File: src/rtl/pc_exception_ctrl_if.sv
// Vector-fetch memory port of the PC/exception unit.
//   mem_req   : vector fetch request (driven by the exception unit)
//   mem_addr  : vector table byte address (driven by the exception unit)
//   mem_ack   : fetch complete, mem_rdata valid in the same cycle (driven by memory)
//   mem_rdata : handler address byte (driven by memory)
interface pc_exception_ctrl_if #(
  parameter int DATA_W = 32
);
  logic              mem_req;
  logic [DATA_W-1:0] mem_addr;
  logic              mem_ack;
  logic [7:0]        mem_rdata;

  modport master (
    output mem_req,
    output mem_addr,
    input  mem_ack,
    input  mem_rdata
  );

  modport slave (
    input  mem_req,
    input  mem_addr,
    output mem_ack,
    output mem_rdata
  );
endinterface

File: src/rtl/pc_exception_ctrl.sv
// Program-counter and exception unit for the multicycle MIPS datapath.
// Holds PC, ALUOut and EPC, selects the next PC (ALU result, ALUOut, jump
// target, EPC) and runs a small exception sequencer that prioritises the
// cause requests, saves EPC, fetches the handler byte from the vector table
// and loads it into the PC.
// Ports:
//   clk, reset    : clock (rising edge), synchronous active-high reset
//   pc_write      : normal PC update enable (ignored while busy / on exception)
//   pc_source     : 0 alu_result, 1 aluout, 2 jump target, 3 epc
//   aluout_write  : ALUOut load enable, honoured in every state
//   alu_result    : combinational ALU result
//   instr_index   : 26-bit jump field
//   epc_in        : faulting instruction address saved on exception entry
//   exc_req       : exception requests, bit 0 highest priority
//   mem           : vector fetch port (req/addr out, ack/rdata in)
//   pc, aluout, epc, cause : architectural registers
//   exc_busy      : sequencer not idle
//   exc_done      : high for the single COMMIT cycle (handler PC loaded at its edge)
module pc_exception_ctrl #(
  parameter int DATA_W     = 32,
  parameter int NUM_CAUSES = 3,
  parameter int CAUSE_W    = 2,
  parameter int VEC_BASE   = 253,
  parameter int RESET_PC   = 0
) (
  input  logic                   clk,
  input  logic                   reset,
  input  logic                   pc_write,
  input  logic [1:0]             pc_source,
  input  logic                   aluout_write,
  input  logic [DATA_W-1:0]      alu_result,
  input  logic [25:0]            instr_index,
  input  logic [DATA_W-1:0]      epc_in,
  input  logic [NUM_CAUSES-1:0]  exc_req,
  pc_exception_ctrl_if.master    mem,
  output logic [DATA_W-1:0]      pc,
  output logic [DATA_W-1:0]      aluout,
  output logic [DATA_W-1:0]      epc,
  output logic [CAUSE_W-1:0]     cause,
  output logic                   exc_busy,
  output logic                   exc_done
);

  localparam logic [1:0] IDLE   = 2'd0;
  localparam logic [1:0] FETCH  = 2'd1;
  localparam logic [1:0] COMMIT = 2'd2;

  logic [1:0]         state;
  logic [7:0]         vec_byte;
  logic [31:0]        jt_full;
  logic [DATA_W-1:0]  jump_target;
  logic [DATA_W-1:0]  pc_next;
  logic [CAUSE_W-1:0] cause_next;
  logic               exc_any;

  // The concatenation is 32 bits wide; narrower datapaths keep the low bits.
  assign jt_full     = {pc[DATA_W-1 -: 4], instr_index, 2'b00};
  assign jump_target = DATA_W'(jt_full);

  always_comb begin
    pc_next = alu_result;
    unique case (pc_source)
      2'd0: pc_next = alu_result;
      2'd1: pc_next = aluout;
      2'd2: pc_next = jump_target;
      2'd3: pc_next = epc;
    endcase
  end

  // Scan from the top down so the lowest set bit is the one that sticks.
  always_comb begin
    cause_next = '0;
    for (int unsigned i = NUM_CAUSES; i > 0; i--) begin
      if (exc_req[i-1]) cause_next = CAUSE_W'(i - 1);
    end
  end

  assign exc_any  = |exc_req;
  assign exc_busy = (state != IDLE);
  assign exc_done = (state == COMMIT);

  always_ff @(posedge clk) begin
    if (reset) begin
      state        <= IDLE;
      pc           <= DATA_W'(RESET_PC);
      aluout       <= '0;
      epc          <= '0;
      cause        <= '0;
      vec_byte     <= '0;
      mem.mem_req  <= 1'b0;
      mem.mem_addr <= '0;
    end else begin
      if (aluout_write) aluout <= alu_result;

      unique case (state)
        IDLE: begin
          if (exc_any) begin
            cause        <= cause_next;
            epc          <= epc_in;
            mem.mem_req  <= 1'b1;
            mem.mem_addr <= DATA_W'(VEC_BASE) + DATA_W'(cause_next);
            state        <= FETCH;
          end else if (pc_write) begin
            pc <= pc_next;
          end
        end
        FETCH: begin
          if (mem.mem_ack) begin
            vec_byte    <= mem.mem_rdata;
            mem.mem_req <= 1'b0;
            state       <= COMMIT;
          end
        end
        COMMIT: begin
          pc    <= DATA_W'(vec_byte);
          state <= IDLE;
        end
        default: state <= IDLE;
      endcase
    end
  end

endmodule
File: src/flat_wrapper.sv
// flat-port wrapper written by rule: the top's interface ports become plain ports
module pc_exception_ctrl_flat 
#(
  parameter int DATA_W     = 32,
  parameter int NUM_CAUSES = 3,
  parameter int CAUSE_W    = 2,
  parameter int VEC_BASE   = 253,
  parameter int RESET_PC   = 0
)
  (clk, reset, pc_write, pc_source, aluout_write, alu_result, instr_index, epc_in, exc_req, pc, aluout, epc, cause, exc_busy, exc_done, mem_mem_req, mem_mem_addr, mem_mem_ack, mem_mem_rdata);
  pc_exception_ctrl_if #(.DATA_W(DATA_W)) mem_i ();
  input  logic clk;
  input  logic reset;
  input  logic pc_write;
  input  logic [1:0] pc_source;
  input  logic aluout_write;
  input  logic [DATA_W-1:0] alu_result;
  input  logic [25:0] instr_index;
  input  logic [DATA_W-1:0] epc_in;
  input  logic [NUM_CAUSES-1:0] exc_req;
  output logic [DATA_W-1:0] pc;
  output logic [DATA_W-1:0] aluout;
  output logic [DATA_W-1:0] epc;
  output logic [CAUSE_W-1:0] cause;
  output logic exc_busy;
  output logic exc_done;
  output wire logic [$bits(mem_i.mem_req)-1:0] mem_mem_req;
  output wire logic [$bits(mem_i.mem_addr)-1:0] mem_mem_addr;
  input wire logic [$bits(mem_i.mem_ack)-1:0] mem_mem_ack;
  input wire logic [$bits(mem_i.mem_rdata)-1:0] mem_mem_rdata;
  assign mem_mem_req = mem_i.mem_req;
  assign mem_mem_addr = mem_i.mem_addr;
  assign mem_i.mem_ack = mem_mem_ack;
  assign mem_i.mem_rdata = mem_mem_rdata;
  pc_exception_ctrl #(.DATA_W(DATA_W), .NUM_CAUSES(NUM_CAUSES), .CAUSE_W(CAUSE_W), .VEC_BASE(VEC_BASE), .RESET_PC(RESET_PC)) u_core (.clk(clk), .reset(reset), .pc_write(pc_write), .pc_source(pc_source), .aluout_write(aluout_write), .alu_result(alu_result), .instr_index(instr_index), .epc_in(epc_in), .exc_req(exc_req), .mem(mem_i), .pc(pc), .aluout(aluout), .epc(epc), .cause(cause), .exc_busy(exc_busy), .exc_done(exc_done));
endmodule
File: config.mk
export PLATFORM = sky130hd
export DESIGN_NAME = pc_exception_ctrl_flat
export DESIGN_NICKNAME = d
export VERILOG_FILES = /design/src/rtl/pc_exception_ctrl_if.sv /design/src/rtl/pc_exception_ctrl.sv /design/src/flat_wrapper.sv
export SDC_FILE = /design/constraint.sdc
export NUM_CORES = 1
export LEC_CHECK = 0
export ABC_AREA = 1
export BUFFER_PORTS_ARGS = -buffer_cell sky130_fd_sc_hd__buf_2
export CORE_MARGIN = 2
export CORE_UTILIZATION = 40
export DETAILED_ROUTE_END_ITERATION = 6
export GPL_TIMING_DRIVEN = 0
export HOLD_SLACK_MARGIN = 0.1
export PLACE_DENSITY = 0.69
export SLEW_MARGIN = 10
export SYNTH_ARGS = -nofsm -noshare
export SYNTH_HDL_FRONTEND = slang
export SYNTH_SLANG_ARGS = --single-unit
File: constraint.sdc
create_clock -name clk -period 1.45 [get_ports clk]
set_clock_uncertainty 0.05 [all_clocks]
set_input_delay 0.0725 -clock clk [delete_from_list [all_inputs] [get_ports clk]]
set_output_delay 0.0725 -clock clk [all_outputs]
set_load 0.005 [all_outputs]
# --- After elaboration in Yosys (flattened, before gate mapping) ---
# Cells that the tools add are included.
word_totals:
  out_inout_bits: 133
  in_bits: 108
  register_bits: 141
  wordCells: 45
op_classes:
  reduce_logical: 12
  add_sub_neg: 1
  mux: 13
  eq_ne: 10
op_table:
  columns: ["cell", "count"]
  rows:
  - ["case mux 32 bit (4 select lines)", 1]
  - ["two-way mux 32 bit", 2]
  - ["case mux 32 bit (2 select lines)", 1]
  - ["two-way mux 2 bit", 5]
  - ["adder 8 x 2 -> 9 bit, first input constant", 1]
  - ["inequality test 2 bit, second input constant", 4]
  - ["== test 2 bit, second input constant", 3]
  - ["AND reduction 2 bit", 3]
  - ["AND reduction 3 bit", 2]
  - ["nonzero test 2 bit", 3]
  - ["== test 2 x 1 -> 1 bit, second input constant", 2]
  - ["logical NOT 2 bit", 2]
  - ["case mux 2 bit (2 select lines)", 1]
  - ["AND reduction 4 bit", 1]
  - ["OR reduction 3 bit", 1]
  - ["two-way mux 1 bit", 2]
  - ["inequality test 2 x 1 -> 1 bit, second input constant", 1]
  - ["case mux 1 bit (2 select lines)", 1]

# --- Logic depth before layout (Yosys ltp) ---
# Gate-level depths: netlist of the first run.
logic_depth:
  word_depth: 5
  depth_mapped: 10
  depth_no_buf: 8

# --- Least setup slack after synthesis of the first run ---
# OpenSTA, ideal clock, no wires.
synth_timing:
  path_kind: "flip-flop to flip-flop"
  start: "register u_core.state[0]"
  end: "register u_core.pc[1]"
  stages_incl_launch_ff: 10
  setup_time_ps: 117
  setup_slack_ps: 206
  t_required_ps: 1283
  path_buffers: 1
  t_arrival_ps: 1077
  synth_period_minus_slack_ps: 1244
  cell_sequence: "dfxtp_1 > inv_2 > nand2_2 > nor2_2 > nand2_4 > nand2_2 > inv_2 > buf_2 > a21oi_1 > nor2_1"
synth_between:
  elab_chain_len: 3
  elab_cells_between_ends: 7
  cone_classes: "eq/ne: 3; mux: 1; reduce/logical: 3"
synth_lines:
  columns: ["item", "line_no", "rtl"]
  rows:
  - ["start: declaration", "pc_exception_ctrl.sv:48", "logic [1:0] state;"]
  - ["start signal: assignment", "pc_exception_ctrl.sv:84", "state <= IDLE;"]
  - ["start signal: assignment", "pc_exception_ctrl.sv:102", "state <= FETCH;"]
  - ["start signal: assignment", "pc_exception_ctrl.sv:111", "state <= COMMIT;"]
  - ["logical NOT 2 bit / == test 2 bit (equally long branches)", "pc_exception_ctrl.sv:95", "unique case (state)"]
  - ["inequality test 2 bit (no line) / nonzero test 2 bit (equally long branches)", null, null]
  - ["AND reduction 3 bit (no line)", null, null]
  - ["end signal: assignment", "pc_exception_ctrl.sv:85", "pc <= DATA_W'(RESET_PC);"]
  - ["end signal: assignment", "pc_exception_ctrl.sv:104", "pc <= pc_next;"]
  - ["end signal: assignment", "pc_exception_ctrl.sv:115", "pc <= DATA_W'(vec_byte);"]
  - ["end: declaration", "pc_exception_ctrl.sv:36", "output logic [DATA_W-1:0] pc,"]
# Parallel ways exist; a longest one is shown, timed or not.
# A chain may end at the register's enable or synchronous reset.

# --- Worst setup path after layout of the first run ---
layout_timing:
  start: "register u_core.state[0]"
  end: "register u_core.pc[7]"
# Same word-level chain as after synthesis.

==> summary.md, run 1 <==
| Metric | Value |
|---|---|
| Hold Crit Depth | 3 |
| Reported leakage power | just over 4 nW |
| Worst Setup End Kind | register |
| Count of boundary I/O pins | about 240 |
| CP max-delay cell | sky130_fd_sc_hd__dfxtp_4 |
| Met1 layer usage reported by global route | 35.9% |
| Final setup violating endpoints | 0 |
| Internal power component | between 6 and 7 mW |
| Starting density of the core | 41.0% |
| Depth of the worst register-to-register path | 8 |
| Max Slew Vio Count | 0 |
| Die height | 118 um |
| Most area-hungry cell type in the Yosys netlist | sky130_fd_sc_hd__dfxtp_1 |
| Largest net degree at the start of global routing | 17 |
| Cell variety after synth | 26 |
| Power Dens Cells | between 1000 and 1500 nW/um2 |
| Yosys reg bits | 113 |
| Net switching share of the total power | approximately a quarter |
| Total of fill cells in the finished design | 1150 |
| Crit path launch type | register |
| Number of global-route vias before repair | 6134 |
| Routed via count divided by cell count | ~4.9 |
| Post-Route Utilization | 65.4% |
| Achievable clock frequency | ~730 MHz |
| Critical Path, Cell by Cell | nor2_4 > nand2_2 > nor2_4 > buf_12 > nand3_1 > nand3_1 > nand2_1 > inv_1 |
| Area growth, synth to finish | 59.6% |
| Area share of the largest cell type after synthesis | 43.7% |
| Final antenna diode count | 0 |
| Most instantiated cells after synthesis | sky130_fd_sc_hd__nand2_1 (143), sky130_fd_sc_hd__nor2_1 (137), sky130_fd_sc_hd__dfxtp_1 (113), sky130_fd_sc_hd__o21ai_0 (71), sky130_fd_sc_hd__nand3_1 (62) |
| Chip width | 118 um |
| Crit path buffers/inverters | 2 |
| Clock tree sinks | 113 |
| Total number of vias | approximately 6400 |
| Most common cell in the synthesized netlist | sky130_fd_sc_hd__nand2_1 |
| Worst setup path startpoint | u_core.state[0] |
| Number of buffers created by CTS | 17 |
| Net count, final | between 1000 and 1500 |
| Number of failing hold endpoints at the final stage | 0 |
| Number of iterations in the first detailed-routing pass | 6 |
| Type of the worst setup path | register to register |
| Min-Delay Startpoint | aluout_write |
| Number of I/O port buffers | between 200 and 250 |
| Async S/R FF share, synth | 0% |
| CTS Root Cell | sky130_fd_sc_hd__clkbuf_16 |
| Antenna violations before repair | 0 |
| Share of the cycle needed by the critical path after routing | between 90% and 100% |
| Peak ir drop on the vdd network | about 0.00064 V |
| Level count of the clock H-tree | 4 |
| Most crowded layer after global routing | met2 |
| Sw power | about 2.5 mW |
| Fin worst setup slack | roughly 0.075 ns |
| Count of flip-flops with a built-in enable after synthesis | 0 |
| Total global routing track utilization | between 20 and 30% |
| Final cell area excluding filler cells | around 8300 um2 |
| Grt met2 use | 50.3% |
| Number of cells produced by synthesis | roughly 750 |
| Data arrival time of the critical path | around 1.7 ns |
| Total global routing overflow | 0 |
| Crit path max fanout | 6 |
| Synth warnings | 0 |
| Remaining number of nets flagged by the antenna check after routing | 0 |
| Slack of the worst reg-to-reg path | roughly 0.075 ns |
| Dominant synthesized flop cell | sky130_fd_sc_hd__dfxtp_1 |
| Max Cap Viol | 0 |
| Cell row count | between 40 and 50 |
| Worst rel slew slack | 55.5% |
| Final critical path time including I/O delays and setup | 1.38 ns |
| Synthesized area per cell | 6.90 um2 |
| Worst path top cell family by delay | simple AND/OR/NAND/NOR gates |
| DP HPWL | about 14 mm |
| Placed inst area | roughly 6500 um2 |
| Total chip power | just over 9 mW |
| Worst path max stage delay | 0.36 ns |
| Global routing met3 resource utilization | under 10% |
| Placeable core area | 12600 um2 |
| Count of routing violations after the opening detailed-route iteration | 448 |
| Overall die area | 13900 um2 |
| Required time of the critical path | approximately 1.8 ns |
| Worst flop-to-flop path endpoint | u_core.pc[7] |
| Post-place setup slack | -0.227 ns |
| Reg clk slew, reported paths | 0.05 ns |
| Final estimated routing congestion in global placement | 0.898 |
| First-pass GRT wire length | 32.1 mm |
| Status | finished clean |
| Post-detailed-routing wire length | 20.7 mm |
| Part of the Yosys area used for sequential elements | 43.7% |
| Fraction of final layout cells sized beyond drive strength 1 | 29.1% |
| Detailed-route wire length per cell | approximately 16 um |
| Residual DRC count | 0 |
| Clock power frac | approximately 44% |
| Later-pin clock latency in the skew report | 0.42 ns |
| End point of the worst hold path | u_core.aluout[25] |
| Transition time at the pin with the least slew margin | 0.667 ns |
| Flop pwr share | 38.1% |
| Netlist area before placement | 5170 um2 |
| Worst min-delay path class | primary input to register |
| CTS tree | built |
| Largest cells by area after synthesis | sky130_fd_sc_hd__dfxtp_1 (44%), sky130_fd_sc_hd__nand2_1 (10%), sky130_fd_sc_hd__nor2_1 (9.9%) |
| Number of buffers between clock root and the deepest sink | 2 |
| Proportion of power drawn by combinational gates | 18.0% |
| R2R Path Start | u_core.state[0] |
## per-stage QoR
| step | hold WS (ns) | setup TNS, ns | instances |
|---|---|---|---|
| finish | 0.117 | 0 | 1294 |
| global route | 0.133 | -0.0149 | 1294 |
| CTS | 0.101 | -0.00109 | 1292 |
| detailed placement | 0.271 | -8.23 | 1158 |
| global placement | 0.259 | -7.72 | 1158 |
| floorplan | 0.157 | 0 | 771 |
## cell type report
| type | instances | area [um2] | share of cell area (%) |
|---|---|---|---|
| sequential | 113 | 2270 | 27.5 |
| tap | 172 | 215 | 2.61 |
| clock inverter | 6 | 80.1 | 0.970 |
| multi-input combinational | 542 | 2440 | 29.5 |
| timing repair buffer | 321 | 2140 | 25.9 |
| inverter | 43 | 166 | 2.02 |
| clock buffer | 24 | 492 | 5.96 |
| buffer | 73 | 455 | 5.52 |
## worst max-delay path by stage
| stage | endpoint | slack [ns] | cells past startpoint |
|---|---|---|---|
| 2_1_floorplan | u_core.pc[1] | 0.21 | 9 |
| 3_3_place_gp | u_core.epc[15] | -0.23 | 6 |
| 3_5_place_dp | u_core.epc[15] | -0.23 | 6 |
| 4_1_cts | u_core.epc[15] | -0.0008 | 7 |
| 5_1_grt | u_core.pc[27] | -0.008 | 9 |
| 6_report | u_core.pc[7] | 0.07 | 8 |
## repair_timing
| item | CTS | global route |
|---|---|---|
| endpoints found under the setup margin | 47 | 65 |
| endpoints found under the hold margin | 106 | 0 |
| setup buffers | 2 | 2 |
| resized for setup | 8 | 22 |
| hold buffers | 102 | 0 |
| pin swaps | 2 | 4 |
## flip-flops by register name, summed over array words and instances (netlist names)
register,count
u_core.state,2
u_core.aluout,32
u_core.pc,32
u_core.mem.mem_req,1
u_core.vec_byte,8
u_core.cause,2
u_core.epc,32
u_core.mem.mem_addr,4
## layer usage
metal	up-vias	part of all wire, %	wire length, um
met4	0	2.9	606
met2	317	49	10100
met5	-	0	0
met3	49	6.9	1440
met1	2899	41	8550
li1	3094	-	-
## power groups by stage
stage	clock network [mW]	logic (mW)	registers, mW
global placement	0	1.36	3.58
floorplan	0	0.732	3.56
global route	4.27	1.84	3.55
CTS	4.10	1.61	3.53
finish	4.08	1.67	3.53
detailed placement	0	1.37	3.59
## cell usage in the layout, fill, tap and decap left out, types with 2 or more instances in the layout
master                          instances
sky130_fd_sc_hd__a21oi_1               50
sky130_fd_sc_hd__buf_2                222
sky130_fd_sc_hd__buf_4                 38
sky130_fd_sc_hd__buf_6                  5
sky130_fd_sc_hd__bufinv_16              2
sky130_fd_sc_hd__clkbuf_1              25
sky130_fd_sc_hd__clkbuf_16             17
sky130_fd_sc_hd__clkbuf_2               3
sky130_fd_sc_hd__clkbuf_8               4
sky130_fd_sc_hd__clkinv_2               4
sky130_fd_sc_hd__conb_1                23
sky130_fd_sc_hd__dfxtp_1              111
sky130_fd_sc_hd__dlygate4sd3_1        102
sky130_fd_sc_hd__inv_1                 31
sky130_fd_sc_hd__inv_2                 10
sky130_fd_sc_hd__inv_4                  2
sky130_fd_sc_hd__nand2_1              141
sky130_fd_sc_hd__nand2_2                6
sky130_fd_sc_hd__nand3_1               62
sky130_fd_sc_hd__nor2_1               135
sky130_fd_sc_hd__nor2_2                 2
sky130_fd_sc_hd__nor2_4                 6
sky130_fd_sc_hd__o21ai_0               71
sky130_fd_sc_hd__o21ai_1               28
sky130_fd_sc_hd__o21bai_1               6
sky130_fd_sc_hd__or2_0                  5
## worst min-delay path: stages
cell and delay [ns]:
sky130_fd_sc_hd__clkbuf_1 0.18, sky130_fd_sc_hd__o21ai_0 0.22, sky130_fd_sc_hd__a21oi_1 0.06
## kinds of logic after synthesis
family / share of synthesized area, %
simple gates: 29.1
compound gates: 15.6
buf+inv: 11.3
flops: 43.7
fa+ha+maj: 0.242
other cells: 0.0725
(Power assumes the default switching activity.)
==> inputs of run 2 (changes only) <==
Clock period 1.45 ns to 1.6 ns, I/O delays scaled along.
==> summary.md, run 2 (synthesized netlist as in run 1, its figures left out) <==
| Metric | Value |
|---|---|
| Max Slew Vio Count | 0 |
| Most crowded layer after global routing | met2 |
| Post-Route Hold Slack | 0.102 ns |
| Final estimated routing congestion in global placement | 0.898 |
| Total number of vias | 6271 |
| Largest net degree at the start of global routing | 17 |
| Number of iterations in the first detailed-routing pass | 5 |
| Area growth, synth to finish | 57.8% |
| Residual DRC count | 0 |
| Final antenna diode count | 0 |
| Achievable clock frequency | between 600 and 700 MHz |
| CP max-delay cell | sky130_fd_sc_hd__dlygate4sd3_1 |
| Grt met2 use | 50.1% |
| Starting density of the core | 41.0% |
| Share of the cycle needed by the critical path after routing | 93.9% |
| Worst path max stage delay | 0.53 ns |
| Critical path's most frequent cell | sky130_fd_sc_hd__nor2_1 |
| Clock tree sinks | ~110 |
| CTS Root Cell | sky130_fd_sc_hd__clkbuf_16 |
| Data arrival time of the critical path | roughly 1.8 ns |
| Global routing met3 resource utilization | 5.91% |
| Met1 layer usage reported by global route | 35.7% |
| Cell row count | roughly 40 |
| CTS tree | built |
| Reported leakage power | 4.08 nW |
| Fin worst setup slack | slightly below 0.1 ns |
| Fraction of final layout cells sized beyond drive strength 1 | approximately 28% |
| Total global routing overflow | 0 |
| Status | finished clean |
| Remaining number of nets flagged by the antenna check after routing | 0 |
| Critical Path, Cell by Cell | dlygate4sd3_1 > buf_2 > nor2_1 > nand2_2 > nand2_2 > inv_2 > buf_4 > clkbuf_4 > nor2_1 > nor2_1 |
| Leading cell types in the layout, fill and taps excluded | sky130_fd_sc_hd__buf_2 (224), sky130_fd_sc_hd__nand2_1 (142), sky130_fd_sc_hd__nor2_1 (137) |
| Overall die area | 13900 um2 |
| Worst Setup End Kind | register |
| Post-detailed-routing wire length | just over 20 mm |
| Number of buffers between clock root and the deepest sink | 2 |
| Final critical path time including I/O delays and setup | 1.50 ns |
| Crit path launch type | primary input |
| Total global routing track utilization | ~29% |
| Unrepaired setup endpoints after global routing | false |
| Worst min-delay path class | primary input to register |
| Net count, final | 1216 |
| Chip width | 118 um |
| Peak ir drop on the vdd network | 0.000572 V |
| Max Cap Viol | 0 |
| Required time of the critical path | 1.85 ns |
| First-pass GRT wire length | between 30 and 40 mm |
| Number of I/O port buffers | 215 |
| Antenna violations before repair | 0 |
| Final setup violating endpoints | 0 |
| Total chip power | 8.37 mW |
| Placed inst area | 6550 um2 |
| Later-pin clock latency in the skew report | 0.42 ns |
| Type of the worst setup path | primary input to register |
| Detailed-route wire length per cell | 15.9 um |
| DP HPWL | about 14 mm |
| Count of boundary I/O pins | 241 |
| Final total negative setup slack | 0 ns |
| Placeable core area | 12600 um2 |
| Power Dens Cells | 1030 nW/um2 |
| Transition time at the pin with the least slew margin | 0.698 ns |
| Die height | 118 um |
| Crit path max fanout | 10 |
| Biggest registers after layout | u_core.aluout x32, u_core.epc x32, u_core.pc x32 |
| Final cell area excluding filler cells | between 8000 and 9000 um2 |
| Number of buffers created by CTS | 17 |
| Count of routing violations after the opening detailed-route iteration | 486 |
| Post-place setup slack | -0.0848 ns |
| Reg clk slew, reported paths | 0.05 ns |
| Leading cell type in the layout, fill and taps excluded | sky130_fd_sc_hd__buf_2 |
| Routed via count divided by cell count | 4.86 |
| Total of fill cells in the finished design | 1162 |
| Number of failing hold endpoints at the final stage | 0 |
| Level count of the clock H-tree | 4 |
| Number of global-route vias before repair | 6114 |
| Worst rel slew slack | 53.4% |
-- run 2: power breakdown --
part           leakage, nW  switching [mW]  internal [mW]
Combinational         2.86           0.778          0.692
Sequential           0.932           0.172           3.03
Clock                0.286            1.27           2.42
-- run 2: worst paths after layout --
| path | from | to | slack, ns | cells past startpoint |
|---|---|---|---|---|
| hold reg to reg | u_core.vec_byte[4] | u_core.vec_byte[4] | 0.40 | 2 |
| hold / removal | pc_write | u_core.pc[16] | 0.10 | 5 |
| setup / recovery | exc_req[0] | u_core.epc[15] | 0.1 | 10 |
| setup reg to reg | u_core.state[1] | u_core.pc[11] | 0.13 | 9 |
-- run 2: area by class of cell --
| class | count | area [um2] | area share, % |
|---|---|---|---|
| clock buffers | 24 | 492 | 6.03 |
| well taps | 172 | 215 | 2.64 |
| multi-input cells | 542 | 2410 | 29.6 |
| plain buffers | 73 | 429 | 5.26 |
| clock inverters | 6 | 80.1 | 0.981 |
| flip-flops and latches | 113 | 2260 | 27.7 |
| repair buffers | 317 | 2100 | 25.8 |
| inverters | 43 | 164 | 2.01 |
-- run 2: timing repair --
action                     in CTS  in global routing
gates resized for setup         0                  8
setup buffers                   0                  2
hold buffers                  100                  0
hold endpoints to repair      106                  0
setup endpoints to repair       0                 29
-- run 2: per-layer routing --
metal	wire length (um)	vias up
li1	-	3083
met1	8500	2844
met4	572	0
met3	1470	42
met5	0	-
met2	9950	302
-- run 2: worst max-delay path: cells and delay by family --
kind                   cells  cell delay (ns)
buffers and inverters      5             1.12
AND/OR/NAND/NOR            5             0.53
-- run 2: per-stage QoR --
step	util [%]	std cells
final	64.7	1290
after detailed placement	51.9	1158
after CTS	64.3	1288
after floorplan	-	771
after global placement	51.9	1158
after global routing	64.7	1290
